--- config.mk ---
export PLATFORM = sky130hd
export DESIGN_NAME = xfer_sequencer_flat
export DESIGN_NICKNAME = d
export VERILOG_FILES = /design/src/rtl/xfer_sequencer_if.sv /design/src/rtl/xfer_sequencer.sv /design/src/flat_wrapper.sv
export SDC_FILE = /design/constraint.sdc
export NUM_CORES = 1
export LEC_CHECK = 0
export ABC_AREA = 0
export ABC_CLOCK_PERIOD_IN_PS = 2600
export CORE_UTILIZATION = 52
export DETAILED_ROUTE_END_ITERATION = 16
export PLACE_DENSITY = 0.75
export RECOVER_POWER = 50
export SYNTH_ARGS = -nofsm -noshare
export SYNTH_HDL_FRONTEND = slang
export SYNTH_SLANG_ARGS = --single-unit
--- constraint.sdc ---
create_clock -name clk -period 2.6 [get_ports clk]
set_input_delay 0.52 -clock clk [delete_from_list [all_inputs] [get_ports clk]]
set_output_delay 0.52 -clock clk [all_outputs]
set_load 0.01 [all_outputs]
--- src/rtl/xfer_sequencer_if.sv ---
// ----------------------------------------------------------------------------
// xfer_sequencer_if
// Bundles the control and strobe signals of the A->B transfer sequencer.
//
//   start    : request to begin one transfer (sampled only while idle)
//   len      : word count N, sampled with start; 0 encodes 2^LEN_W
//   pause    : stall request (only when XFER_PAUSE_EN is defined)
//   clr_addr : clear both address counters
//   WEA/IncA : memory A write enable / address A increment
//   WEB/IncB : memory B write enable / address B increment
//   busy     : high whenever the sequencer is not idle
//   done     : one-cycle completion pulse
//
// Modports: master = requester/observer, slave = sequencer.
// Optional feature macro: XFER_PAUSE_EN (adds pause).
// ----------------------------------------------------------------------------
interface xfer_sequencer_if #(
    parameter int LEN_W = 4
);
    logic             start;
    logic [LEN_W-1:0] len;
`ifdef XFER_PAUSE_EN
    logic             pause;
`endif
    logic             clr_addr;
    logic             WEA;
    logic             IncA;
    logic             WEB;
    logic             IncB;
    logic             busy;
    logic             done;

    modport master (
`ifdef XFER_PAUSE_EN
        output pause,
`endif
        output start, len,
        input  clr_addr, WEA, IncA, WEB, IncB, busy, done
    );

    modport slave (
`ifdef XFER_PAUSE_EN
        input  pause,
`endif
        input  start, len,
        output clr_addr, WEA, IncA, WEB, IncB, busy, done
    );
endinterface

--- src/rtl/xfer_sequencer.sv ---
// ----------------------------------------------------------------------------
// xfer_sequencer
// Sequences a two-phase block transfer: fill memory A with N words, rewind the
// address counters, then copy A into B. Memory A has one cycle of synchronous
// read latency, so the B write strobes trail the A read strobes by a cycle.
//
// Ports:
//   clk  : clock, all state on rising edge
//   rst  : synchronous active-high reset
//   bus  : xfer_sequencer_if.slave (start/len[/pause] in, strobes out)
//
// Parameter:
//   LEN_W : width of len; the word counter and latched N are LEN_W+1 bits
//
// Optional feature macro: XFER_PAUSE_EN
//   When defined, pause=1 in FILL or COPY freezes state/count and gates the
//   A strobes in that same cycle. A read already issued still writes back.
// ----------------------------------------------------------------------------
module xfer_sequencer #(
    parameter int LEN_W = 4
) (
    input  logic               clk,
    input  logic               rst,
    xfer_sequencer_if.slave    bus
);

    typedef enum logic [2:0] {
        IDLE  = 3'd0,
        CLR   = 3'd1,
        FILL  = 3'd2,
        RWND  = 3'd3,
        COPY  = 3'd4,
        FLUSH = 3'd5,
        DONE  = 3'd6
    } state_t;

    localparam logic [LEN_W:0] CNT_ONE  = {{LEN_W{1'b0}}, 1'b1};
    localparam logic [LEN_W:0] CNT_ZERO = '0;

    state_t         state;
    logic [LEN_W:0] n_q;        // latched word count, 1..2^LEN_W
    logic [LEN_W:0] cnt;        // words completed in the current phase
    logic [LEN_W:0] cnt_nxt;
    logic           last_word;

    logic           clr_q;
    logic           wea_q;
    logic           inca_q;
    logic           rd_iss_q;   // COPY-phase read issue (subset of inca_q)
    logic           wb_q;       // read data returning: drives WEB and IncB
    logic           busy_q;
    logic           done_q;

    logic           stall;
    logic           rd_fire;

`ifdef XFER_PAUSE_EN
    // Pause only bites in the two streaming phases.
    assign stall = bus.pause && ((state == FILL) || (state == COPY));
`else
    assign stall = 1'b0;
`endif

    assign cnt_nxt   = cnt + CNT_ONE;
    assign last_word = (cnt_nxt == n_q);

    // A read counts as issued only if it actually left this cycle.
    assign rd_fire   = rd_iss_q && !stall;

    always_ff @(posedge clk) begin
        if (rst) begin
            state    <= IDLE;
            n_q      <= CNT_ZERO;
            cnt      <= CNT_ZERO;
            clr_q    <= 1'b0;
            wea_q    <= 1'b0;
            inca_q   <= 1'b0;
            rd_iss_q <= 1'b0;
            wb_q     <= 1'b0;
            busy_q   <= 1'b0;
            done_q   <= 1'b0;
        end else begin
            // Write-back stage: data read this cycle lands in B next cycle.
            wb_q <= rd_fire;

            case (state)
                IDLE: begin
                    done_q <= 1'b0;
                    if (bus.start) begin
                        // len==0 yields the MSB set, i.e. 2^LEN_W.
                        n_q    <= {(bus.len == '0), bus.len};
                        state  <= CLR;
                        clr_q  <= 1'b1;
                        busy_q <= 1'b1;
                    end
                end

                CLR: begin
                    state  <= FILL;
                    clr_q  <= 1'b0;
                    cnt    <= CNT_ZERO;
                    wea_q  <= 1'b1;
                    inca_q <= 1'b1;
                end

                FILL: begin
                    if (!stall) begin
                        if (last_word) begin
                            state  <= RWND;
                            cnt    <= CNT_ZERO;
                            wea_q  <= 1'b0;
                            inca_q <= 1'b0;
                            clr_q  <= 1'b1;
                        end else begin
                            cnt <= cnt_nxt;
                        end
                    end
                end

                RWND: begin
                    state    <= COPY;
                    clr_q    <= 1'b0;
                    cnt      <= CNT_ZERO;
                    inca_q   <= 1'b1;
                    rd_iss_q <= 1'b1;
                end

                COPY: begin
                    if (!stall) begin
                        if (last_word) begin
                            state    <= FLUSH;
                            cnt      <= CNT_ZERO;
                            inca_q   <= 1'b0;
                            rd_iss_q <= 1'b0;
                        end else begin
                            cnt <= cnt_nxt;
                        end
                    end
                end

                // Only the trailing write-back of the final read happens here.
                FLUSH: begin
                    state  <= DONE;
                    done_q <= 1'b1;
                end

                // start is deliberately not looked at here.
                DONE: begin
                    state  <= IDLE;
                    done_q <= 1'b0;
                    busy_q <= 1'b0;
                end

                default: begin
                    state    <= IDLE;
                    cnt      <= CNT_ZERO;
                    clr_q    <= 1'b0;
                    wea_q    <= 1'b0;
                    inca_q   <= 1'b0;
                    rd_iss_q <= 1'b0;
                    busy_q   <= 1'b0;
                    done_q   <= 1'b0;
                end
            endcase
        end
    end

    assign bus.clr_addr = clr_q;
    assign bus.WEA      = wea_q && !stall;
    assign bus.IncA     = inca_q && !stall;
    assign bus.WEB      = wb_q;
    assign bus.IncB     = wb_q;
    assign bus.busy     = busy_q;
    assign bus.done     = done_q;

endmodule

--- src/flat_wrapper.sv ---
// flat-port wrapper written by rule: the top's interface ports become plain ports
module xfer_sequencer_flat 
#(
    parameter int LEN_W = 4
)
  (clk, rst, bus_start, bus_len, bus_clr_addr, bus_WEA, bus_IncA, bus_WEB, bus_IncB, bus_busy, bus_done);
  xfer_sequencer_if #(.LEN_W(LEN_W)) bus_i ();
  input  logic clk;
  input  logic rst;
  input wire logic [$bits(bus_i.start)-1:0] bus_start;
  input wire logic [$bits(bus_i.len)-1:0] bus_len;
  output wire logic [$bits(bus_i.clr_addr)-1:0] bus_clr_addr;
  output wire logic [$bits(bus_i.WEA)-1:0] bus_WEA;
  output wire logic [$bits(bus_i.IncA)-1:0] bus_IncA;
  output wire logic [$bits(bus_i.WEB)-1:0] bus_WEB;
  output wire logic [$bits(bus_i.IncB)-1:0] bus_IncB;
  output wire logic [$bits(bus_i.busy)-1:0] bus_busy;
  output wire logic [$bits(bus_i.done)-1:0] bus_done;
  assign bus_i.start = bus_start;
  assign bus_i.len = bus_len;
  assign bus_clr_addr = bus_i.clr_addr;
  assign bus_WEA = bus_i.WEA;
  assign bus_IncA = bus_i.IncA;
  assign bus_WEB = bus_i.WEB;
  assign bus_IncB = bus_i.IncB;
  assign bus_busy = bus_i.busy;
  assign bus_done = bus_i.done;
  xfer_sequencer #(.LEN_W(LEN_W)) u_core (.clk(clk), .rst(rst), .bus(bus_i));
endmodule
==> flow_metrics.py <==
metrics = {
    "power": {
        "ir_worst_vdd_mv": 0.523,
        "cell_internal_pwr_uw": 471,
        "clockPowerShare_pct": 27.8,
        "power.combinational.fraction_pct": 18.5,
        "p_sw_share_pct": 27.2,
        "cellPowerDensity_mw_per_mm2": 581,
        "seqPwrFrac_pct": 53.7,
        "netSwitchingPower_uw": 176,
        "p_leak_uw": 0.000450,
    },
    "clocking": {
        "buffer_depth_of_the_longest_clock_path": 2,
        "cts-resized-gates": 0,
        "htree_levels": 1,
        "post-cts-setup-buffer-count": 0,
        "path_clk_slew_ns": 0.12,
        "cts_root_buf": "clkbuf_4",
        "cts_sinks": 20,
        "cts_tree": "yes",
        "cts_inserted_buffers": 3,
        "post_cts_hold_buffer_count": 0,
        "clk_latency_ns": 0.30,
    },
    "synthesis": {
        "post-synth-top-area-fraction_pct": 41.0,
        "syn_area_per_cell_um2": 8.80,
        "syn-instance-count": 111,
        "synth_top_cells_by_count": "20 x dfxtp_1, 10 x nor2_1, 9 x a21oi_1, 9 x nand2_1, 8 x xnor2_1",
        "synth-seq-area-share_pct": 41.0,
        "postSynth.topFlopCell": "dfxtp_1",
        "ys_ff_latch": 20,
        "synthMostInstantiatedCell": "dfxtp_1",
        "synth-edff-count": 0,
        "synthDistinctLibCells": 31,
        "mapped_cell_area_um2": 977,
        "synthArstFlopShare_pct": 0,
        "syn-num-nets": 119,
        "yosys-top-cells-area": "dfxtp_1 41%, xnor2_1 7.2%, mux2i_1 6.1%, a21oi_1 4.6%, buf_4 3.8%",
        "yosysWarningCount": 0,
        "yosys.area.top_type": "dfxtp_1",
    },
    "placed_design": {
        "dp_hpwl_mm": 1.26,
        "buffer_ports.inserted": 13,
        "routabilityCongestion": 0.826,
    },
    "global_route": {
        "grt_max_degree": 17,
        "antenna_found_initial": 0,
        "grt_remaining_overflow": 0,
        "first_global_vias": 625,
        "groute.usage.overall_pct": 19.3,
        "grt_first_pass_wirelength_mm": 2.81,
    },
    "detailed_routing": {
        "route.met3.wl_um": 49,
        "via_count": 763,
        "detailedRoute.firstIterationViolations": 8,
        "maxUsedRoutingLayer": "met4",
        "drc": 0,
        "wl_mm": 1.67,
        "wl_per_cell_um": 11.5,
        "drt_via_density": 5.23,
        "drt-pass1-iter-count": 4,
        "routed-wl-met2_um": 729,
        "antenna_left": 0,
        "route.layer.met1.wl_um": 884,
    },
    "floorplan": {
        "i_o_pin_count": 14,
        "fp.dieW_um": 45.4,
        "die_area_mm2": 0.00206,
        "placementRows": 15,
        "fp.dieH_um": 45.4,
        "floorplan.core_area_mm2": 0.00175,
        "floorplan.initialDensity_pct": 56.0,
    },
    "cells_and_area": {
        "drive_above_1_share_pct": 6.61,
        "antenna-diode-count": 0,
        "area.growth.synth_to_final_pct": 14.1,
        "design.final.nets": 130,
        "layout.core_utilization_pct": 63.9,
    },
    "min_path": {
        "hold_path.class": "register to register",
    },
    "sta": {
        "period_minus_slack_ns": 2.01,
        "relSlewSlack_pct": 55.4,
        "rsz0062_at_grt": "false",
        "report.final.slew_viol_count": 0,
        "hold_viol_final": 0,
        "finalCritPeriodShare_pct": 77.4,
        "worst_clock_skew_ns": 0.00754,
        "worstMarginPinSlew_ns": 0.668,
        "maxClockFrequency_ghz": 0.497,
        "setup_viol": 0,
        "fin_setup_tns_ns": 0,
    },
    "status": {
        "status": "finished clean",
    },
    "setup_path": {
        "crit_path_end_kind": "register",
        "arrival_ns": 2.18,
        "setup.worst_path.class": "register to register",
        "critical_path_required_ns": 2.77,
        "critPathLaunchType": "register",
        "worst-path-max-fanout": 11,
    },
    "job": {
        "max_cap_viol_count": 0,
    },
}
cell families (layout without fill, tap and decap cells):
kind of cell	after synthesis	after routing	share of synthesized area (%)
and+or+nand+nor	40	40	20.7
AOI/OAI and AO/OA	20	20	12.5
DFF	20	20	41.0
buffers and inverters	13	23	8.45
xor gates and xnor gates	11	11	9.86
muxes	6	6	6.15
adders and majority gates	1	1	1.28
metrics by stage:
| stage | hold slack [ns] | total power, uW | std cells | setup slack [ns] | instance area (um^2) |
|---|---|---|---|---|---|
| after floorplan | 0.439 | 447 | 111 | 0.774 | 977 |
| after global placement | 0.449 | 475 | 142 | 0.668 | 1080 |
| after detailed placement | 0.457 | 478 | 142 | 0.633 | 1080 |
| after CTS | 0.482 | 657 | 146 | 0.614 | 1120 |
| after global routing | 0.500 | 689 | 146 | 0.483 | 1110 |
| final | 0.477 | 648 | 146 | 0.589 | 1110 |
worst max-delay path, stage by stage (launching register included):
cell and delay [ns]:
dfxtp_1 0.44, ha_1 0.28, xnor2_1 0.18, xnor2_1 0.10, or4_4 0.60, o21ai_0 0.21, a21oi_1 0.08
registers in the layout (all words and copies together), names as in the netlist:
signal / count
u_core.bus.done: 1
u_core.bus.clr_addr: 1
u_core.n_q: 5
u_core.bus.busy: 1
u_core.cnt: 5
u_core.state: 3
u_core.bus.IncA: 1
u_core.rd_fire: 1
u_core.bus.WEA: 1
u_core.bus.IncB: 1
layout make-up:
cell class,count,area [um^2]
tap,25,31.3
timing repair buffer,14,134
sequential,20,400
inverter,5,18.8
fill,158,631
multi-input combinational,78,494
clock buffer,4,36.3
power groups by stage:
| stage | Clock, uW | Sequential (uW) | Combinational, uW |
|---|---|---|---|
| after CTS | 185 | 348 | 124 |
| after detailed placement | 0 | 355 | 123 |
| after global routing | 205 | 351 | 133 |
| final | 180 | 348 | 120 |
| after global placement | 0 | 354 | 121 |
| after floorplan | 0 | 347 | 99.4 |
cells in the final DEF, fill, tap and decap left out, types with 3 or more instances in the layout:
| cell type | instances |
|---|---|
| nor2_1 | 10 |
| inv_1 | 5 |
| dfxtp_1 | 20 |
| clkdlybuf4s50_1 | 5 |
| dlygate4sd3_1 | 8 |
| mux2i_1 | 6 |
| nand3_1 | 6 |
| clkbuf_4 | 3 |
| o21ai_0 | 4 |
| nand2_1 | 9 |
| xnor2_1 | 8 |
| a21oi_1 | 9 |
| nor3_1 | 6 |
| xor2_1 | 3 |
worst paths after layout:
| path | slack, ns | end | startpoint | cells past startpoint |
|---|---|---|---|---|
| worst max-delay path | 0.59 | u_core.bus.IncA$_SDFFE_PP0P_ | u_core.cnt[0]$_SDFFE_PP0P_ | 6 |
| worst min-delay path | 0.48 | u_core.bus.IncB$_SDFF_PP0_ | u_core.rd_fire$_SDFFE_PP0P_ | 1 |
| worst max register to register | 0.59 | u_core.bus.IncA$_SDFFE_PP0P_ | u_core.cnt[0]$_SDFFE_PP0P_ | 6 |
| worst min register to register | 0.48 | u_core.bus.IncB$_SDFF_PP0_ | u_core.rd_fire$_SDFFE_PP0P_ | 1 |
metal layers:
metal	vias to the layer above	global-route usage, %
li1	400	-
met1	351	28.7
met2	10	25.5
met3	2	6.00
met4	0	7.88
met5	-	0
Note: power is estimated with default switching activity, not from simulation.
